$ cat config.mk
export PLATFORM = sky130hd
export DESIGN_NAME = barrel_thread_fetch
export DESIGN_NICKNAME = d
export VERILOG_FILES = /design/src/rtl/barrel_thread_fetch.sv
export SDC_FILE = /design/constraint.sdc
export NUM_CORES = 1
export LEC_CHECK = 0
export ABC_AREA = 0
export BUFFER_PORTS_ARGS = -buffer_cell sky130_fd_sc_hd__buf_2
export CAP_MARGIN = 10
export CORE_MARGIN = 10
export CORE_UTILIZATION = 25
export DETAILED_ROUTE_END_ITERATION = 10
export GPL_TIMING_DRIVEN = 0
export PLACE_DENSITY_LB_ADDON = 0.15
export SLEW_MARGIN = 40
export SYNTH_ARGS = -nofsm -noshare
export SYNTH_HDL_FRONTEND = slang
export SYNTH_SLANG_ARGS = --single-unit
$ cat constraint.sdc
create_clock -name clk -period 2.1 [get_ports clk]
set_clock_uncertainty 0.05 [all_clocks]
set_input_delay 0.21 -clock clk [delete_from_list [all_inputs] [get_ports clk]]
set_output_delay 0.21 -clock clk [all_outputs]
set_load 0.03 [all_outputs]
$ cat src/rtl/barrel_thread_fetch.sv
// rtl/barrel_thread_fetch.sv - per-thread PC file and round-robin barrel thread issuer
module barrel_thread_fetch #(
    parameter int                NUM_THREADS  = 16,
    parameter int                DWIDTH       = 32,
    parameter int                ADDR_WIDTH   = 10,
    parameter logic [DWIDTH-1:0] STARTUP_ADDR = '0,
    localparam int               TID_W        = $clog2(NUM_THREADS)
) (
    input  logic                   clk,
    input  logic                   reset,
    input  logic [NUM_THREADS-1:0] thread_en_i,
    input  logic                   wb_valid_i,
    input  logic [TID_W-1:0]       wb_thread_i,
    input  logic [DWIDTH-1:0]      wb_pc_i,
    output logic                   if_valid_o,
    output logic [TID_W-1:0]       if_thread_o,
    output logic [DWIDTH-1:0]      if_pc_o,
    output logic [ADDR_WIDTH-1:0]  imem_addr_o,
    output logic [NUM_THREADS-1:0] inflight_o,
    output logic                   misalign_err_o,
    output logic                   wb_err_o
);

    logic [TID_W-1:0]       slot;
    logic [DWIDTH-1:0]      pc [NUM_THREADS];
    logic [NUM_THREADS-1:0] inflight;
    logic [NUM_THREADS-1:0] inflight_next;
    logic [DWIDTH-1:0]      wb_aligned;
    logic [DWIDTH-1:0]      issue_pc;
    logic                   hit;
    logic                   can_issue;

    assign wb_aligned = {wb_pc_i[DWIDTH-1:2], 2'b00};
    assign hit        = wb_valid_i && (wb_thread_i == slot);
    assign can_issue  = thread_en_i[slot] && (!inflight[slot] || hit);
    // A returning PC for the current slot is forwarded straight to issue.
    assign issue_pc   = (can_issue && hit) ? wb_aligned : pc[slot];
    assign inflight_o = inflight;

    // Clear on writeback first so a same-cycle re-issue keeps the flag set.
    always_comb begin
        inflight_next = inflight;
        if (wb_valid_i) begin
            inflight_next[wb_thread_i] = 1'b0;
        end
        if (can_issue) begin
            inflight_next[slot] = 1'b1;
        end
    end

    always_ff @(posedge clk) begin
        if (reset) begin
            slot           <= '0;
            inflight       <= '0;
            if_valid_o     <= 1'b0;
            if_thread_o    <= '0;
            if_pc_o        <= '0;
            imem_addr_o    <= '0;
            misalign_err_o <= 1'b0;
            wb_err_o       <= 1'b0;
            for (int i = 0; i < NUM_THREADS; i++) begin
                pc[i] <= STARTUP_ADDR;
            end
        end else begin
            slot        <= slot + 1'b1;
            inflight    <= inflight_next;
            if_valid_o  <= can_issue;
            if_thread_o <= slot;
            if_pc_o     <= issue_pc;
            imem_addr_o <= issue_pc[ADDR_WIDTH+1:2];
            if (wb_valid_i) begin
                pc[wb_thread_i] <= wb_aligned;
                if (wb_pc_i[1:0] != 2'b00) begin
                    misalign_err_o <= 1'b1;
                end
                if (!inflight[wb_thread_i]) begin
                    wb_err_o <= 1'b1;
                end
            end
        end
    end

endmodule

==> impl_metrics.json <==
{
  "outcome": "finished, violations left",
  "violations": "setup timing",
  "critical_path_arrival_ps": 2780,
  "pin_count": 120,
  "final_common_cell": "and2_1",
  "hold_viol": 0,
  "required_ps": 2560,
  "grt_pass1_wl_um": 116400,
  "setup_viol": 30,
  "holdWs_ps": 78.02,
  "cts_tree": "built",
  "antenna_found_initial": 7,
  "hold_path_end": "if_valid_o",
  "slew_headroom_pct": 27.87,
  "placed_cell_area_um2": 26460,
  "powerDensity_nw_per_um2": 878.6,
  "grt_use_total_pct": 15.06,
  "root_buffer": "clkbuf_16",
  "path_buf_inv": 1,
  "hold_path.class": "input pin to flip-flop",
  "irDropWorstVdd_mv": 0.7060,
  "fill_cells": 9509,
  "place.port_buffers": 112,
  "layout_setup_ws_ps": -217.7,
  "fmax_mhz": 431.5,
  "slew_violations": 0,
  "r2r_start": "slot[3]",
  "core_um2": 95290,
  "die_x_um": 330.3,
  "die_y_um": 330.3,
  "drt_iter0_drc": 1120,
  "drc": 0,
  "nets": 1809,
  "min_path_cells": 4,
  "cts_buffers": 61,
  "synth-seq-cells": 537,
  "synth.distinct_cells": 37,
  "start_kind": "flip-flop",
  "finalInstanceArea_um2": 29450,
  "critical_path_class": "flip-flop to flip-flop",
  "yosysSeqAreaShare_pct": 64.64,
  "power_mw": 25.88,
  "min_period_over_period_pct": 110.4,
  "first_pass_iters": 5,
  "crit_path_end_kind": "flip-flop",
  "tightest_slew_ps": 1082,
  "first_global_vias": 14991,
  "avgViaCountPerCell": 4.569,
  "crit_chain": "mux4_2 -> mux4_2 -> and4b_4 -> buf_12 -> o2bb2ai_4",
  "drive_above_1_share_pct": 27.26,
  "dp_hpwl_um": 51750,
  "syn_area_um2": 24060,
  "critPathTopFamily": "multiplexers",
  "final_cell_mix": "and2_1 (482), edfxtp_1 (480), mux4_2 (134), buf_2 (113), clkbuf_1 (91)",
  "hp-start": "wb_valid_i",
  "yosysWarnings": 0,
  "cts.htree.levels": 2,
  "vias": 14035,
  "synth_edf_count": 480,
  "synthArstFlopShare_pct": 0,
  "final_core_util_pct": 30.90,
  "path_clk_slew_ps": 60,
  "area_growth_syn_to_layout_pct": 22.38,
  "fin_crit_ps": 2318,
  "routed_wl_um": 84540,
  "cp_slowest_cell": "mux4_2",
  "reg2reg_depth": 5,
  "cts.sinks": 537,
  "clock_latency_ps": 650,
  "r2r_end": "if_pc_o[20]",
  "grt_max_degree": 32,
  "cp_slowest_stage_delay_ps": 580,
  "reg2reg_slack_ps": -220,
  "overflow": 0,
  "cts_max_path_buffers": 3,
  "start_util_pct": 25.25,
  "final_antenna_net_count": 0,
  "gp_congestion": 0.7801,
  "leakage_nw": 10.15,
  "dieArea_um2": 109100,
  "fp-row-count": 113,
  "ys.flop_type": "edfxtp_1",
  "cap_violations": 0,
  "crit_fanout": 10,
  "wl_per_cell_um": 27.52,
  "grt_setup_unrepaired": "true",
  "crit_top_cell": "mux4_2",
  "fin_setup_tns_ps": -5581,
  "syn_inst": 1529,
  "avgSynthCellArea_um2": 15.74
}
==> flip-flops by register name, summed over array words and instances, names as in the netlist <==
register / count
wb_err_o: 1
if_pc_o: 30
inflight_o: 16
if_valid_o: 1
misalign_err_o: 1
if_thread_o: 4
slot: 4
pc: 480
==> final cells by class <==
type	instances	area, um^2	share of cell area (%)
multi-input cells	828	8299	28.18
plain buffers	149	985.9	3.348
diodes	6	15.01	0.05098
clock buffers	89	1744	5.923
repair buffers	153	1021	3.467
flip-flops and latches	537	15560	52.85
clock inverters	25	162.7	0.5523
inverters	20	75.07	0.2549
well taps	1265	1583	5.375
==> cell families after synthesis <==
kind of cell / share of synthesized area (%)
simple gates: 13.85
xor+xnor: 0.2184
other cells: 0.01558
buf+inv: 3.094
fa+ha+maj: 0.2080
compound gates: 5.371
mux: 12.60
flops: 64.64
==> timing repair <==
action | CTS | global route
endpoints found under the hold margin | 211 | 0
pin swaps | 3 | 5
gates resized for setup | 116 | 29
cloned | 1 | 4
endpoints found under the setup margin | 48 | 144
hold buffers | 33 | 0
setup buffers | 2 | 0
==> worst max path at each step <==
stage | startpoint | to | slack [ps] | cells past startpoint
after global routing | slot[3] | if_pc_o[20] | -230 | 5
after detailed placement | slot[1] | if_pc_o[27] | -950 | 6
after CTS | slot[3] | if_pc_o[12] | -200 | 5
after global placement | slot[1] | if_pc_o[7] | -1490 | 6
final | slot[3] | if_pc_o[20] | -220 | 5
after floorplan | slot[1] | if_pc_o[27] | -50 | 6
==> stage by stage <==
step	cells	setup slack, ps
floorplan	1530	-48.58
global placement	2907	-1486
detailed placement	2911	-948.4
CTS	3061	-200.2
global route	3067	-227.2
finish	3072	-217.7
==> synthesized netlist by cell type (7+ instances only) <==
library cell	instances	area share, %
inv_1	20	0.31
nand2b_1	7	0.18
o22ai_1	16	0.42
and2_1	482	13
nand3_1	7	0.15
a21o_1	16	0.50
buf_2	16	0.33
a221oi_1	30	1.1
o2bb2ai_2	29	1.8
buf_4	12	0.37
a22o_1	30	1.1
nor2b_1	10	0.26
clkbuf_1	112	1.7
edfxtp_1	480	60
mux4_2	130	12
nor2_1	25	0.39
dfxtp_1	57	4.7
==> worst register-to-register path: cells and delay by family, from the launching register on <==
kind,cells,cell delay [ps]
AND/OR/NAND/NOR,1,320
AO/OA/AOI/OAI,1,170
multiplexers,2,1080
flip-flops,1,370
buffers and inverters,1,190
==> routing by layer <==
layer | wire length, um | global-route usage, %
met1 | 36620 | 19.96
met3 | 4632 | 2.380
met4 | 1993 | 3.833
met5 | 0 | 0
met2 | 41290 | 25.44
==> report_power, final <==
| part | internal (mW) | total [mW] | switching, mW |
|---|---|---|---|
| Combinational | 1.15 | 2.97 | 1.82 |
| Sequential | 12.3 | 12.5 | 0.188 |
| Clock | 5.95 | 10.4 | 4.48 |
| Total | 19.4 | 25.9 | 6.50 |
No activity file was read; power rests on OpenSTA's default activity.
